--- src/rtl/spi_pkg.sv ---
// Shared definitions for the SPI register-write controller.
// Holds the frame geometry, the controller state encoding, the register
// map of the attached peripheral and a frame packing helper.
package spi_pkg;

  localparam int unsigned FRAME_W = 16;
  localparam int unsigned ADDR_W  = 7;
  localparam int unsigned DATA_W  = 8;

  // Peripheral register map
  localparam logic [ADDR_W-1:0] REG_OUT_EN_LO = 7'h00;  // output enables 7:0
  localparam logic [ADDR_W-1:0] REG_OUT_EN_HI = 7'h01;  // output enables 15:8
  localparam logic [ADDR_W-1:0] REG_PWM_EN_LO = 7'h02;  // PWM enables 7:0
  localparam logic [ADDR_W-1:0] REG_PWM_EN_HI = 7'h03;  // PWM enables 15:8
  localparam logic [ADDR_W-1:0] REG_DUTY      = 7'h04;  // PWM duty cycle

  typedef enum logic [1:0] {
    StIdle,
    StSetup,
    StShift,
    StGap
  } state_e;

  // Frame layout: bit 15 = write, 14:8 = address, 7:0 = payload
  function automatic logic [FRAME_W-1:0] pack_frame(input logic              rw,
                                                    input logic [ADDR_W-1:0] addr,
                                                    input logic [DATA_W-1:0] data);
    return {rw, addr, data};
  endfunction

endpackage

--- src/rtl/spi_clk_gen.sv ---
// SCLK timing strobe generator.
// While en is high, counts CLK_DIV clk cycles per SCLK half-period and
// emits a one-cycle strobe at the end of each half-period: rise at the end
// of a low half, fall at the end of a high half. The first strobe after en
// rises is always rise. Dropping en clears the counter and phase.
//   clk   : system clock
//   rst_n : synchronous active-low reset
//   en    : run the half-period counter
//   rise  : one-cycle strobe, SCLK should go high at the next edge
//   fall  : one-cycle strobe, SCLK should go low at the next edge
module spi_clk_gen
  import spi_pkg::*;
#(
  parameter int unsigned CLK_DIV = 4
) (
  input  logic clk,
  input  logic rst_n,
  input  logic en,
  output logic rise,
  output logic fall
);

  localparam int unsigned CntW = $clog2(CLK_DIV + 1);

  logic [CntW-1:0] cnt_q, cnt_d;
  logic            phase_q, phase_d;  // 0: low half-period, 1: high half-period
  logic            tick;

  assign tick = en && (cnt_q == CntW'(CLK_DIV - 1));
  assign rise = tick && !phase_q;
  assign fall = tick && phase_q;

  always_comb begin
    cnt_d   = cnt_q;
    phase_d = phase_q;
    if (!en) begin
      cnt_d   = '0;
      phase_d = 1'b0;
    end else if (tick) begin
      cnt_d   = '0;
      phase_d = !phase_q;
    end else begin
      cnt_d = cnt_q + CntW'(1);
    end
  end

  always_ff @(posedge clk) begin
    if (!rst_n) begin
      cnt_q   <= '0;
      phase_q <= 1'b0;
    end else begin
      cnt_q   <= cnt_d;
      phase_q <= phase_d;
    end
  end

endmodule

--- src/rtl/spi_controller.sv ---
// SPI mode-0 write controller: serialises one 16-bit {rw, addr, data}
// frame per accepted request, MSB first, framed by nCS.
//   clk, rst_n          : clock, synchronous active-low reset
//   req_valid/req_ready : request handshake (ready only when idle)
//   req_rw/addr/data    : frame fields, latched on accept
//   SCLK, COPI, nCS     : serial bus, all driven straight from flops
//   busy                : controller not idle
//   done                : one-cycle pulse on the cycle nCS returns high
module spi_controller
  import spi_pkg::*;
#(
  parameter int unsigned CLK_DIV    = 4,
  parameter int unsigned GAP_CYCLES = 2
) (
  input  logic              clk,
  input  logic              rst_n,
  input  logic              req_valid,
  output logic              req_ready,
  input  logic              req_rw,
  input  logic [ADDR_W-1:0] req_addr,
  input  logic [DATA_W-1:0] req_data,
  output logic              SCLK,
  output logic              COPI,
  output logic              nCS,
  output logic              busy,
  output logic              done
);

  localparam int unsigned GapW = $clog2(GAP_CYCLES + 1);
  localparam int unsigned BitW = 5;
  localparam logic [BitW-1:0] AllBits = BitW'(FRAME_W);

  state_e              state_q, state_d;
  logic [FRAME_W-1:0]  shreg_q, shreg_d;
  logic [BitW-1:0]     bit_cnt_q, bit_cnt_d;
  logic [GapW-1:0]     gap_cnt_q, gap_cnt_d;
  logic                sclk_q, sclk_d;
  logic                ncs_q, ncs_d;
  logic                done_q, done_d;
  logic                clk_en, rise, fall;

  assign clk_en = (state_q == StSetup) || (state_q == StShift);

  spi_clk_gen #(
    .CLK_DIV(CLK_DIV)
  ) u_clk_gen (
    .clk  (clk),
    .rst_n(rst_n),
    .en   (clk_en),
    .rise (rise),
    .fall (fall)
  );

  always_comb begin
    state_d   = state_q;
    shreg_d   = shreg_q;
    bit_cnt_d = bit_cnt_q;
    gap_cnt_d = gap_cnt_q;
    sclk_d    = sclk_q;
    ncs_d     = ncs_q;
    done_d    = 1'b0;
    case (state_q)
      StIdle: begin
        if (req_valid) begin
          shreg_d   = pack_frame(req_rw, req_addr, req_data);
          bit_cnt_d = '0;
          ncs_d     = 1'b0;
          state_d   = StSetup;
        end
      end
      StSetup: begin
        if (rise) begin
          sclk_d  = 1'b1;
          state_d = StShift;
        end
      end
      StShift: begin
        if (rise) begin
          // The rise strobe after the last fall ends the trailing hold.
          if (bit_cnt_q == AllBits) begin
            ncs_d     = 1'b1;
            done_d    = 1'b1;
            gap_cnt_d = '0;
            state_d   = StGap;
          end else begin
            sclk_d = 1'b1;
          end
        end else if (fall) begin
          // Zeros shift in, so COPI is already 0 once all bits are out.
          sclk_d    = 1'b0;
          shreg_d   = {shreg_q[FRAME_W-2:0], 1'b0};
          bit_cnt_d = bit_cnt_q + BitW'(1);
        end
      end
      StGap: begin
        if (gap_cnt_q == GapW'(GAP_CYCLES - 1)) begin
          state_d = StIdle;
        end else begin
          gap_cnt_d = gap_cnt_q + GapW'(1);
        end
      end
      default: state_d = StIdle;
    endcase
  end

  always_ff @(posedge clk) begin
    if (!rst_n) begin
      state_q   <= StIdle;
      shreg_q   <= '0;
      bit_cnt_q <= '0;
      gap_cnt_q <= '0;
      sclk_q    <= 1'b0;
      ncs_q     <= 1'b1;
      done_q    <= 1'b0;
    end else begin
      state_q   <= state_d;
      shreg_q   <= shreg_d;
      bit_cnt_q <= bit_cnt_d;
      gap_cnt_q <= gap_cnt_d;
      sclk_q    <= sclk_d;
      ncs_q     <= ncs_d;
      done_q    <= done_d;
    end
  end

  assign req_ready = (state_q == StIdle);
  assign busy      = (state_q != StIdle);
  assign SCLK      = sclk_q;
  assign COPI      = shreg_q[FRAME_W-1];
  assign nCS       = ncs_q;
  assign done      = done_q;

endmodule
--- config.mk ---
export PLATFORM = sky130hd
export DESIGN_NAME = spi_controller
export DESIGN_NICKNAME = d
export VERILOG_FILES = /design/src/rtl/spi_pkg.sv /design/src/rtl/spi_clk_gen.sv /design/src/rtl/spi_controller.sv
export SDC_FILE = /design/constraint.sdc
export NUM_CORES = 1
export LEC_CHECK = 0
export BUFFER_PORTS_ARGS = -buffer_cell sky130_fd_sc_hd__buf_4
export CORE_MARGIN = 1
export CORE_UTILIZATION = 30
export CTS_CLUSTER_SIZE = 40
export DETAILED_ROUTE_END_ITERATION = 8
export HOLD_SLACK_MARGIN = 0.06
export PLACE_DENSITY_LB_ADDON = 0.3
export SYNTH_ARGS = -nofsm -noshare
export SYNTH_HDL_FRONTEND = slang
export SYNTH_SLANG_ARGS = --single-unit
--- constraint.sdc ---
create_clock -name clk -period 1.9 [get_ports clk]
set_input_delay 0.095 -clock clk [delete_from_list [all_inputs] [get_ports clk]]
set_output_delay 0.095 -clock clk [all_outputs]
set_load 0.03 [all_outputs]
-- After elaboration in Yosys (flattened, before gate mapping)
Index checks and enable logic that the tools add are counted.
- input bits: 19
- logic and storage cells: 76
- bits in registers: 32
- output and inout port bits: 6
- add/sub/neg operators: 3
- bitwise gates (word level): 2
- mux-type cells: 28
- equality and inequality tests: 16
- reduce and logical (&&, ||, !) cells: 18
- operators with widths (cell ; count):
    16-bit 2-to-1 mux ; 3
    16-bit one-hot mux with 2 select lines ; 1
    2-bit 2-to-1 mux ; 8
    4-bit AND reduction ; 4
    5-bit 2-to-1 mux ; 3
    2-bit inequality test (second input constant) ; 7
    5-bit one-hot mux with 2 select lines ; 1
    1-bit 2-to-1 mux ; 8
    2-bit one-hot mux with 4 select lines ; 1
    2-bit nonzero test ; 4
    3-bit inequality test (second input constant) ; 2
    5-bit by 1-bit adder with 5-bit output (second input constant) ; 1
    5-bit == test (second input constant) ; 1
    5-bit AND reduction ; 1
    2-bit by 1-bit == test with 1-bit output (second input constant) ; 2
    2-bit == test (second input constant) ; 2
    1-bit one-hot mux with 2 select lines ; 2
    2-bit one-hot mux with 2 select lines ; 1
    3-bit by 1-bit adder with 3-bit output (second input constant) ; 1
    3-bit by 2-bit == test with 1-bit output (second input constant) ; 1
    1-bit logical AND ; 3
    3-bit AND reduction ; 1
    3-bit OR reduction ; 1
    2-bit by 1-bit adder with 2-bit output (second input constant) ; 1
    6 further kinds ; 7

-- Depth between registers and ports, before layout
Gate-level depths: netlist of the first run.
- depth in word-level cells: 7
- depth in mapped cells: 8

-- Cells and area by module
A second synthesis of the first run with hierarchy kept.
- cell total of the unflattened synthesis: 172
- area, all modules: 1681.6 um2
- modules (own cells, without submodules) (module ; cells an instance ; instances ; sequential area each (um2) ; area an instance (um2)):
    spi_controller ; 156 ; 1 ; 560.5 ; 1524.0
    spi_clk_gen ; 16 ; 1 ; 80.1 ; 157.7

-- Worst setup path before layout of the first run
OpenSTA, ideal clock, no wires.
- path type: flip-flop to flip-flop
- start point: register state_q[0]
- end point: register shreg_q[10]
- slack: -130 ps
- clock period less this slack: 2030 ps
- stages on the path, launching flop included: 9
- data arrival time: 1914 ps
- path buffers: 2
- data required time: 1784 ps
- path through: dfxtp_1 > inv_1 > ha_1 > clkbuf_1 > nor2b_1 > a211oi_2 > buf_2 > nand2_1 > o211a_1
- elaborated cells between the ends (all ways): 13
- those cells by class: eq/ne (5); mux (1); reduce/logical (7)
- RTL lines (element ; line ; RTL):
    from (decl) ; spi_controller.sv:33 ; state_e state_q, state_d;
    from (signal assigned) ; spi_controller.sv:108 ; state_q <= StIdle;
    from (signal assigned) ; spi_controller.sv:116 ; state_q <= state_d;
    2-bit logical NOT * ; - ;
    via req_ready ; spi_controller.sv:18 ; output logic req_ready,
    2-bit inequality test (no source line) / 2-bit nonzero test (equally long branches) ; - ;
    4-bit AND reduction (no source line) ; - ;
    to (signal assigned) ; spi_controller.sv:117 ; shreg_q <= shreg_d;
    to (decl) ; spi_controller.sv:34 ; logic [FRAME_W-1:0] shreg_q, shreg_d;
The timed path passes the listed nets; every way through them passes the cells marked *.
A chain may end at the register's enable or synchronous reset.

-- Worst setup path after layout of the first run
- start point: register state_q[1]
- end point: register gap_cnt_q[0]
- longest elaborated chain between the ends: 6
- elaborated cells between the ends (all ways): 12
- those cells by class: eq/ne (6); mux (1); reduce/logical (5)
- RTL lines (element ; line ; RTL):
    2-bit by 1-bit == test with 1-bit output / 2-bit == test (equally long branches) ; spi_controller.sv:42, spi_controller.sv:62 ;
    1-bit logical OR ; spi_controller.sv:42 ; assign clk_en = (state_q == StSetup) || (state_q == StShift);
    1-bit logical AND ; spi_clk_gen.sv:29 ; assign tick = en && (cnt_q == CntW'(CLK_DIV - 1));
    1-bit logical AND ; spi_clk_gen.sv:30 ; assign rise = tick && !phase_q;
    2-bit inequality test (no source line) ; - ;
    4-bit AND reduction (no source line) ; - ;
    to (signal assigned) ; spi_controller.sv:119 ; gap_cnt_q <= gap_cnt_d;
    to (decl) ; spi_controller.sv:36 ; logic [GapW-1:0] gap_cnt_q, gap_cnt_d;
Several ways; a longest one is shown, not always the timed one.

==> flow_metrics.env, run 1 <==
export IMPL_p_sw_mw=1.20
export IMPL_outcome="finished clean"
export IMPL_syn_avg_cell_area_sq_um=9.48
export IMPL_synth_largest_area_cell="dfxtp_1"
export IMPL_dpl_hpwl_um=2230
export IMPL_hold_class="primary input to flop"
export IMPL_crit_chain="inv_2, ha_4, nand3b_4, or4_4, and3_4, o31a_1"
export IMPL_crit_fanout=5
export IMPL_cts_sinks=32
export IMPL_post_drt_wl_per_cell_um=11.8
export IMPL_slowest_stage="or4_4"
export IMPL_grt_pass1_vias=1192
export IMPL_period_needed_ns=1.82
export IMPL_seq_area_sq_um=651
export IMPL_vdd_drop_max_v=0.000602
export IMPL_leakage_nw=0.929
export IMPL_via_per_inst=4.74
export IMPL_cts_buffers=5
export IMPL_clk_latency_ns=0.28
export IMPL_p_per_area_mw_per_mm2=1480
export IMPL_timing_rr_end="gap_cnt_q[0]"
export IMPL_cp_required_ns=2.07
export IMPL_design_die_area_sq_mm=0.00580
export IMPL_cap_violations=0
export IMPL_grt_pass1_wl_um=5430
export IMPL_cts_tree="done"
export IMPL_first_iter_violations=56
export IMPL_maxSlewViolCount=0
export IMPL_whs_ns=0.148
export IMPL_r2r_cells=6
export IMPL_tightestPinTransition_ns=0.583
export IMPL_clkPwrFrac=0.172
export IMPL_core_area_sq_mm=0.00520
export IMPL_r2r_slack_ns=0.08
export IMPL_pre_cts_slack_ns=0.0276
export IMPL_drtPass1Iterations=4
export IMPL_crit_path_end="gap_cnt_q[0]"
export IMPL_nNetsFinal=231
export IMPL_worstPathArrival_ns=1.99
export IMPL_port_buffers=24
export IMPL_yosysSeqAreaShare=0.388
export IMPL_end_kind="flop"
export IMPL_synth_distinct_cells=38
export IMPL_antenna_found_initial=0
export IMPL_ys_warn_count=0
export IMPL_p_int_mw=1.92
export IMPL_rsz0062_at_grt="false"
export IMPL_synth_top_area_frac=0.388
export IMPL_drt_total_wl_um=3240
export IMPL_multi_input_area_sq_um=961
export IMPL_cp_num_buf_inv=1
export IMPL_fin_skew_ns=0.00200
export IMPL_synth_area_sq_mm=0.00165
export IMPL_start_util=0.317
export IMPL_drive_gt1_frac=0.294
export IMPL_setup_viol=0
export IMPL_worstSetupPathType="flop to flop"
export IMPL_vias=1300
export IMPL_fin_ws_ns=0.0820
export IMPL_diodes=0
export IMPL_seq_power_share=0.316
export IMPL_cpLargestDelayFamily="simple AND/OR/NAND/NOR gates"
export IMPL_ys_seq_elements=32
export IMPL_io_pins=25
export IMPL_gp_congestion=0.737
export IMPL_cts_max_path_buffers=2
export IMPL_fin_crit_sh=0.957
export IMPL_fill_cells=540
export IMPL_setup_tns_ns=0
export IMPL_clk_pin_slew_ns=0.06
export IMPL_grt_usage=0.114
export IMPL_relSlewSlack=0.611
export IMPL_hold_viol=0
export IMPL_cts_max_level=2
export IMPL_p_sw_frac=0.384
export IMPL_worst_path_stages=6
export IMPL_grt_start_max_net_pins=28
export IMPL_postRouteAntennaNets=0
export IMPL_critPathLaunch="state_q[1]"
export IMPL_syn_inst=174
export IMPL_rows=26
export IMPL_fp_dieW_um=76.2
export IMPL_area_delta_synth_final_pct=27.4
export IMPL_p_comb_frac=0.512
export IMPL_cp_start_kind="flop"
export IMPL_die_y_um=76.2
export IMPL_syn_nets=202
export IMPL_grt_overflow=0
export IMPL_ctsRootBufferMaster="clkbuf_8"
export IMPL_drcViolationCount=0
export IMPL_synthTopCellsByArea="dfxtp_1, mux2i_1, o211a_1, ha_1, nand2_1"
export IMPL_slowest_delay_ns=0.46
export IMPL_reg2reg_from="state_q[1]"
export IMPL_max_freq_mhz=550
export IMPL_cts_setup_buffers=0
-- cell usage in the layout, fill, tap and decap left out, types with 3 or more instances in the layout --
cell type	n
nand2_1	20
mux2i_1	17
nand2b_1	3
ha_1	5
a21oi_1	3
a21boi_0	3
inv_1	10
dfxtp_1	28
xnor2_1	3
nor2_1	8
ha_4	3
nor3_1	3
o21ai_0	5
o211a_1	15
buf_4	33
clkbuf_8	6
-- sequential cells by signal (all words and copies together) (netlist names) --
name,flops
bit_cnt_q,5
u_clk_gen.phase_q,1
state_q,2
u_clk_gen.cnt_q,3
nCS,1
shreg_q,16
gap_cnt_q,2
done,1
SCLK,1
-- synthesized netlist by cell type, drive strengths merged --
master and number:
a31oi 2, nor4 1, o211a 15, nand2 20, o31ai 1, buf 8
a21oi 4, nor2 8, a211oi 2, nor3 3, o211ai 2, nand2b 3
a31o 1, a21boi 3, ha 9, a2111oi 2, nor3b 1, inv 12
xnor2 3, o21ba 1, and3 1, o21ai 5, dfxtp 32, nand3 3
a221o 1, nand3b 1, mux2 1, o21a 2, or4 1, clkbuf 4
o31a 2, nand4 2, mux2i 17, nor2b 1
-- worst min-delay path by stage --
| stage | slack (ns) | end | cells past startpoint | start |
|---|---|---|---|---|
| floorplan | 0.27 | shreg_q[0] | 2 | req_data[0] |
| global placement | 0.43 | u_clk_gen.cnt_q[0] | 1 | u_clk_gen.cnt_q[0] |
| detailed placement | 0.43 | u_clk_gen.cnt_q[0] | 1 | u_clk_gen.cnt_q[0] |
| CTS | 0.15 | shreg_q[0] | 3 | req_data[0] |
| global route | 0.17 | shreg_q[1] | 4 | req_data[1] |
| finish | 0.15 | shreg_q[0] | 3 | req_data[0] |
-- stage by stage --
| stage | instances | area, sq um | utilization | power [mW] |
|---|---|---|---|---|
| 6_report | 274 | 2100 | 0.404 | 3.11 |
| 4_1_cts | 274 | 2080 | 0.400 | 3.12 |
| 3_5_place_dp | 266 | 1990 | 0.383 | 2.57 |
| 3_3_place_gp | 266 | 1990 | 0.383 | 2.58 |
| 2_1_floorplan | 174 | 1700 | - | 2.09 |
| 5_1_grt | 274 | 2100 | 0.404 | 3.34 |
-- layout make-up --
| class | instances | area share |
|---|---|---|
| flip-flops and latches | 32 | 0.310 |
| repair buffers | 34 | 0.127 |
| inverters | 12 | 0.0214 |
| clock buffers | 8 | 0.0429 |
| multi-input cells | 118 | 0.457 |
| well taps | 70 | 0.0417 |
-- worst register-to-register path, stage by stage (launching register included) --
cell	delay [ns]
dfxtp_4	0.37
inv_2	0.05
ha_4	0.30
nand3b_4	0.08
or4_4	0.46
and3_4	0.20
o31a_1	0.26
-- layer usage --
layer,up-vias,part of all wire,GRT usage
met5,-,0,0
met2,30,0.43,0.171
li1,675,-,-
met4,0,0.0037,0.0346
met1,593,0.53,0.160
met3,2,0.040,0.0299
-- logic make-up after synthesis --
group | Yosys count | synth area share
AND/OR/NAND/NOR | 45 | 0.139
AO/OA/AOI/OAI | 43 | 0.214
flip-flops | 32 | 0.388
buffers and inverters | 24 | 0.0652
multiplexers | 18 | 0.110
adder cells (fa/ha/maj) | 9 | 0.0682
XOR/XNOR | 3 | 0.0159
-- repair_timing --
| item | CTS | global route |
|---|---|---|
| endpoints found under the hold margin | 0 | 0 |
| hold buffers | 0 | 0 |
| endpoints found under the setup margin | 0 | 21 |
| resized for setup | 0 | 7 |
-- power by group through the flow --
stage | Clock [mW] | Sequential [mW] | Combinational [mW]
CTS | 0.557 | 0.979 | 1.59
global route | 0.585 | 1.01 | 1.75
detailed placement | 0 | 0.994 | 1.58
floorplan | 0 | 1.02 | 1.07
finish | 0.536 | 0.985 | 1.59
global placement | 0 | 0.990 | 1.59
No activity file was read; power rests on OpenSTA's default activity.
==> inputs of run 2 (changes only) <==
--- a/config.mk
+++ b/config.mk
@@ -7,6 +7,8 @@
 export LEC_CHECK = 0
 export BUFFER_PORTS_ARGS = -buffer_cell sky130_fd_sc_hd__buf_4
+export CELL_PAD_IN_SITES_DETAIL_PLACEMENT = 0
+export CELL_PAD_IN_SITES_GLOBAL_PLACEMENT = 1
 export CORE_MARGIN = 1
-export CORE_UTILIZATION = 30
+export CORE_UTILIZATION = 38
 export CTS_CLUSTER_SIZE = 40
 export DETAILED_ROUTE_END_ITERATION = 8
==> constraint.sdc (replaced) <==
create_clock -name clk -period 1.9 [get_ports clk]
set_input_delay 0 -clock clk [delete_from_list [all_inputs] [get_ports clk]]
set_output_delay 0 -clock clk [all_outputs]
set_load 0.03 [all_outputs]
==> run 2 against run 1 <==
Non-clock buffer count increased by 9. Clock skew is 0.0029 ns higher. Design area rose by 3.7%. Fmax is 0.71% higher. Clock-buffer cell count down 3. Via count is 2.8% higher. Utilization increased by 13 points. Critical endpoint unchanged. Clock power up 19%. Largest cell class unchanged. Die area shrank 21%. Critical path depth is the same.
==> flow_metrics.env, run 2 (same netlist as run 1, synthesis figures left out) <==
export IMPL_hold_class="primary input to flop"
export IMPL_reg2reg_from="state_q[1]"
export IMPL_rows=23
export IMPL_post_drt_wl_per_cell_um=12.7
export IMPL_final_util=0.534
export IMPL_cp_start_kind="flop"
export IMPL_p_total_mw=3.24
export IMPL_grt_pass1_wl_um=5440
export IMPL_largestRegisters="shreg_q (16), bit_cnt_q (5), u_clk_gen.cnt_q (3)"
export IMPL_maxSlewViolCount=0
export IMPL_io_pins=25
export IMPL_grt_usage=0.159
export IMPL_vdd_drop_max_v=0.000529
export IMPL_fin_crit_sh=0.950
export IMPL_cts_sinks=32
export IMPL_via_per_inst=5.08
export IMPL_period_needed_ns=1.81
export IMPL_crit_chain="inv_2, ha_4, nand3b_4, or4_4, and3_4, o31a_1"
export IMPL_nNetsFinal=240
export IMPL_first_iter_violations=49
export IMPL_final_common_cell="buf_4"
export IMPL_clk_pin_slew_ns=0.07
export IMPL_diodes=0
export IMPL_slowest_stage="or4_4"
export IMPL_leakage_nw=0.974
export IMPL_grt_start_max_net_pins=28
export IMPL_fin_skew_ns=0.00494
export IMPL_design_die_area_sq_mm=0.00461
export IMPL_start_util=0.404
export IMPL_whs_ns=0.0668
export IMPL_antenna_found_initial=0
export IMPL_cts_buffers=5
export IMPL_setup_viol=0
export IMPL_grt_overflow=0
export IMPL_area_delta_synth_final_pct=32.1
export IMPL_drcViolationCount=0
export IMPL_slowest_delay_ns=0.45
export IMPL_cts_tree="done"
export IMPL_worstPathArrival_ns=1.98
export IMPL_grt_pass1_vias=1262
export IMPL_p_per_area_mw_per_mm2=1480
export IMPL_drive_gt1_frac=0.300
export IMPL_cap_violations=0
export IMPL_gp_congestion=0.874
export IMPL_ctsRootBufferMaster="clkbuf_8"
export IMPL_clk_latency_ns=0.28
export IMPL_cts_max_path_buffers=2
export IMPL_end_kind="flop"
export IMPL_die_y_um=67.9
export IMPL_mostFrequentLayoutCells="buf_4, dfxtp_1, nand2_1, mux2i_1, o211a_1"
export IMPL_hold_viol=0
export IMPL_tightestPinTransition_ns=0.436
export IMPL_crit_fanout=5
export IMPL_vias=1337
export IMPL_relSlewSlack=0.708
export IMPL_drt_total_wl_um=3350
export IMPL_outcome="finished clean"
export IMPL_largest_register_ffs=16
export IMPL_cp_required_ns=2.07
export IMPL_cts_max_level=2
export IMPL_critPathLaunch="state_q[1]"
export IMPL_hold_start="req_data[7]"
export IMPL_regMostFlops="shreg_q"
export IMPL_port_buffers=24
export IMPL_max_freq_mhz=554
export IMPL_drtPass1Iterations=5
export IMPL_postRouteAntennaNets=0
export IMPL_fp_dieW_um=67.9
export IMPL_dpl_hpwl_um=2420
export IMPL_worstSetupPathType="flop to flop"
export IMPL_core_area_sq_mm=0.00409
export IMPL_rsz0062_at_grt="false"
export IMPL_setup_tns_ns=0
[run 2: layout make-up]
class                      count  area (sq um)
clock inverter                 3          42.5
tap                           50          62.6
inverter                      12          45.0
clock buffer                   5          68.8
fill                         404          1910
sequential                    32           651
timing repair buffer          43           347
multi-input combinational    118           965
[run 2: power breakdown]
group / internal, mW / leakage, nW / switching [mW]
sequential: 0.873 / 0.265 / 0.115
combinational: 0.757 / 0.655 / 0.853
clock: 0.388 / 0.0541 / 0.252
[run 2: routing by layer]
metal,wire length [um],vias to the layer above,track usage
li1,-,690,-
met1,1550,622,0.184
met2,1650,23,0.274
met3,132,2,0.0517
met4,20,0,0.0547
met5,0,-,0
[run 2: what timing repair did]
action	4_1_cts	5_1_grt
resized for setup	0	10
endpoints found under the hold margin	7	0
buffers inserted	0	2
endpoints found under the setup margin	0	23
hold buffers	8	0
[run 2: worst max-delay path, delay by kind of cell, from the launching register on]
kind | cells | cell delay, ns
AOI/OAI and AO/OA | 1 | 0.26
adders and majority gates | 1 | 0.30
DFF | 1 | 0.37
and+or+nand+nor | 3 | 0.72
buffers and inverters | 1 | 0.05
[run 2: worst paths after layout]
check / endpoint / slack [ns] / depth (start not counted)
max: gap_cnt_q[0] / 0.09 / 6
min reg2reg: u_clk_gen.cnt_q[0] / 0.44 / 1
max reg2reg: gap_cnt_q[0] / 0.09 / 6
min: shreg_q[7] / 0.07 / 4
[run 2: through the flow]
stage	instance area, sq um	std cells	setup slack [ns]
floorplan	1700	174	0.00446
global placement	1950	245	0.0844
detailed placement	1950	245	0.0387
CTS	2140	261	0.0165
global route	2180	263	0.0382
finish	2180	263	0.0949
==> inputs of run 3 (changes only) <==
Settings changed: ABC_AREA from default to 1, CORE_UTILIZATION 38 to 36.
==> run 3 against run 2 <==
Design area fell by 1.5%. Non-clock buffer count fell by 5. Largest power group unchanged. Sequential share of layout area barely moved. Hold slack got worse by 0.0013 ns. Combinational power fell by 7%.
==> flow_metrics.env, run 3 <==
export IMPL_period_needed_ns=1.72
export IMPL_drt_total_wl_um=3550
export IMPL_async_reset_ff_frac=0
export IMPL_hold_class="primary input to flop"
export IMPL_drive_gt1_frac=0.179
export IMPL_synth_compound_area_frac=0.101
export IMPL_seq_area_sq_um=641
export IMPL_largest_register_ffs=16
export IMPL_yosysMostFrequentCell="nand2_1"
export IMPL_layoutNonFillerInstCount=342
export IMPL_synthTopCellsByCount="nand2_1, nor2_1, dfxtp_1, inv_1, o21ai_1"
export IMPL_slowest_stage="dfxtp_1"
export IMPL_grt_busiest_layer="met2"
export IMPL_regMostFlops="shreg_q"
export IMPL_die_y_um=71.3
export IMPL_ctsRootBufferMaster="clkbuf_8"
export IMPL_tightestPinTransition_ns=0.298
export IMPL_cts_tree="done"
export IMPL_yosysSeqAreaShare=0.371
export IMPL_fin_crit_sh=0.908
export IMPL_rows=24
export IMPL_end_kind="flop"
export IMPL_clk_pin_slew_ns=0.07
export IMPL_maxSlewViolCount=0
export IMPL_cts_max_path_buffers=2
export IMPL_post_drt_wl_per_cell_um=10.4
export IMPL_crit_top_cell="nand2_1"
export IMPL_syn_avg_cell_area_sq_um=6.82
export IMPL_max_freq_mhz=580
export IMPL_io_pins=25
export IMPL_dpl_cell_count=323
export IMPL_synth_distinct_cells=22
export IMPL_grt_usage=0.162
export IMPL_postCtsHoldBufs=11
export IMPL_use_met2=0.239
export IMPL_crit_chain="inv_1, ha_1, nand2_2, o21ai_4, nand2_8, inv_6, nand2_1, nand2_1, nor2_1"
export IMPL_synth_largest_area_cell="dfxtp_1"
export IMPL_met1_usage=0.217
export IMPL_rsz0062_at_grt="false"
export IMPL_worstSetupPathType="flop to flop"
export IMPL_ys_flop_type="dfxtp_1"
export IMPL_grt_pass1_wl_um=6330
export IMPL_cts_max_level=2
export IMPL_vias=1504
export IMPL_grt_start_max_net_pins=27
export IMPL_leakage_nw=1.04
export IMPL_hold_viol=0
export IMPL_worstPathArrival_ns=1.91
export IMPL_setup_viol=0
export IMPL_crit_fanout=18
export IMPL_start_util=0.386
export IMPL_diodes=0
export IMPL_grt_pass1_vias=1454
export IMPL_via_per_inst=4.40
export IMPL_largestRegisters="shreg_q (16), bit_cnt_q (5), u_clk_gen.cnt_q (3)"
export IMPL_drcViolationCount=0
export IMPL_gp_congestion=0.777
export IMPL_cp_required_ns=2.09
export IMPL_fp_dieW_um=71.3
export IMPL_drtPass1Iterations=4
export IMPL_first_iter_violations=83
export IMPL_fin_skew_ns=0.00742
export IMPL_cp_start_kind="flop"
export IMPL_relSlewSlack=0.801
export IMPL_cts_buffers=5
export IMPL_vdd_drop_max_v=0.000494
export IMPL_port_buffers=24
export IMPL_clk_latency_ns=0.29
export IMPL_synth_top_area_frac=0.371
export IMPL_mostFrequentLayoutCells="nand2_1, nor2_1, dfxtp_1, buf_4, inv_1"
export IMPL_synth_edf_count=0
export IMPL_ys_warn_count=0
export IMPL_nNetsFinal=317
export IMPL_synthMuxAreaShare=0
export IMPL_final_common_cell="nand2_1"
export IMPL_slowest_delay_ns=0.37
export IMPL_syn_inst=253
export IMPL_p_per_area_mw_per_mm2=1450
export IMPL_cts_resized=0
export IMPL_area_delta_synth_final_pct=24.4
export IMPL_synthSimpleGateAreaFrac=0.362
export IMPL_setup_tns_ns=0
export IMPL_synthAdderAreaFrac=0.0652
export IMPL_synthTopCellsByArea="dfxtp_1, nand2_1, nor2_1, ha_1, inv_1"
export IMPL_ys_seq_elements=32
export IMPL_cap_violations=0
export IMPL_grt_use_met3=0.0464
export IMPL_synth_area_sq_mm=0.00173
export IMPL_multi_input_area_sq_um=912
export IMPL_cts_setup_buffers=0
export IMPL_outcome="finished clean"
export IMPL_design_die_area_sq_mm=0.00508
export IMPL_syn_nets=281
export IMPL_postRouteAntennaNets=0
export IMPL_cts_sinks=32
export IMPL_antenna_found_initial=0
export IMPL_dpl_hpwl_um=2410
export IMPL_grt_overflow=0
export IMPL_core_area_sq_mm=0.00447
export IMPL_synth_xor_xnor_area_share=0
export IMPL_synth_top_family_by_area="simple AND/OR/NAND/NOR gates"
export IMPL_fill_cells=487
[run 3: cell types whose count changed after synthesis, sizes merged, moves of 5 or more]
cell   change
o211a     -15
nor2      +44
inv       +16
o21ai     +17
nand2     +60
mux2i     -17
nand3      +8
a21oi      +5
[run 3: layout make-up]
| cell class | count | share of cell area |
|---|---|---|
| timing repair buffer | 38 | 0.146 |
| sequential | 32 | 0.298 |
| clock buffer | 6 | 0.0338 |
| multi-input combinational | 184 | 0.425 |
| inverter | 28 | 0.0513 |
| tap | 52 | 0.0303 |
| clock inverter | 2 | 0.0163 |
[run 3: path summary, 6_finish.rpt]
check,to,cells after the start,slack (ns),from
worst max-delay path,bit_cnt_q[1],9,0.18,state_q[0]
worst max register to register,bit_cnt_q[1],9,0.18,state_q[0]
worst min-delay path,shreg_q[4],5,0.07,req_data[4]
worst min register to register,u_clk_gen.cnt_q[0],1,0.42,u_clk_gen.cnt_q[0]
[run 3: critical path, delay by kind of cell (launching register included)]
| kind | cells | cell delay [ns] |
|---|---|---|
| AO/OA/AOI/OAI | 1 | 0.23 |
| adder cells (fa/ha/maj) | 1 | 0.35 |
| buffers and inverters | 2 | 0.27 |
| AND/OR/NAND/NOR | 5 | 0.41 |
| flip-flops | 1 | 0.37 |
[run 3: cell families after synthesis]
group	Yosys count
AO/OA/AOI/OAI	32
adder cells (fa/ha/maj)	9
buffers and inverters	37
flip-flops	32
AND/OR/NAND/NOR	143
[run 3: routing by layer]
| metal | up-vias | part of all wire |
|---|---|---|
| met5 | - | 0 |
| li1 | 845 | - |
| met2 | 20 | 0.41 |
| met3 | 5 | 0.034 |
| met4 | 0 | 0.016 |
| met1 | 634 | 0.54 |
[run 3: stage by stage]
| stage | power [mW] | worst slack [ns] | hold WS [ns] | area (sq um) | utilization |
|---|---|---|---|---|---|
| 6_report | 3.12 | 0.175 | 0.0655 | 2150 | 0.480 |
| 5_1_grt | 3.42 | 0.0381 | 0.0747 | 2150 | 0.480 |
| 4_1_cts | 3.16 | 0.174 | 0.0619 | 2150 | 0.480 |
| 3_5_place_dp | 2.49 | 0.174 | 0.296 | 1930 | 0.431 |
| 3_3_place_gp | 2.48 | 0.211 | 0.297 | 1930 | 0.431 |
| 2_1_floorplan | 2.24 | 0.0401 | 0.163 | 1730 | - |
[run 3: power by group]
| part | internal [mW] | switching [mW] |
|---|---|---|
| clock | 0.389 | 0.253 |
| combinational | 0.539 | 0.950 |
| sequential | 0.876 | 0.114 |
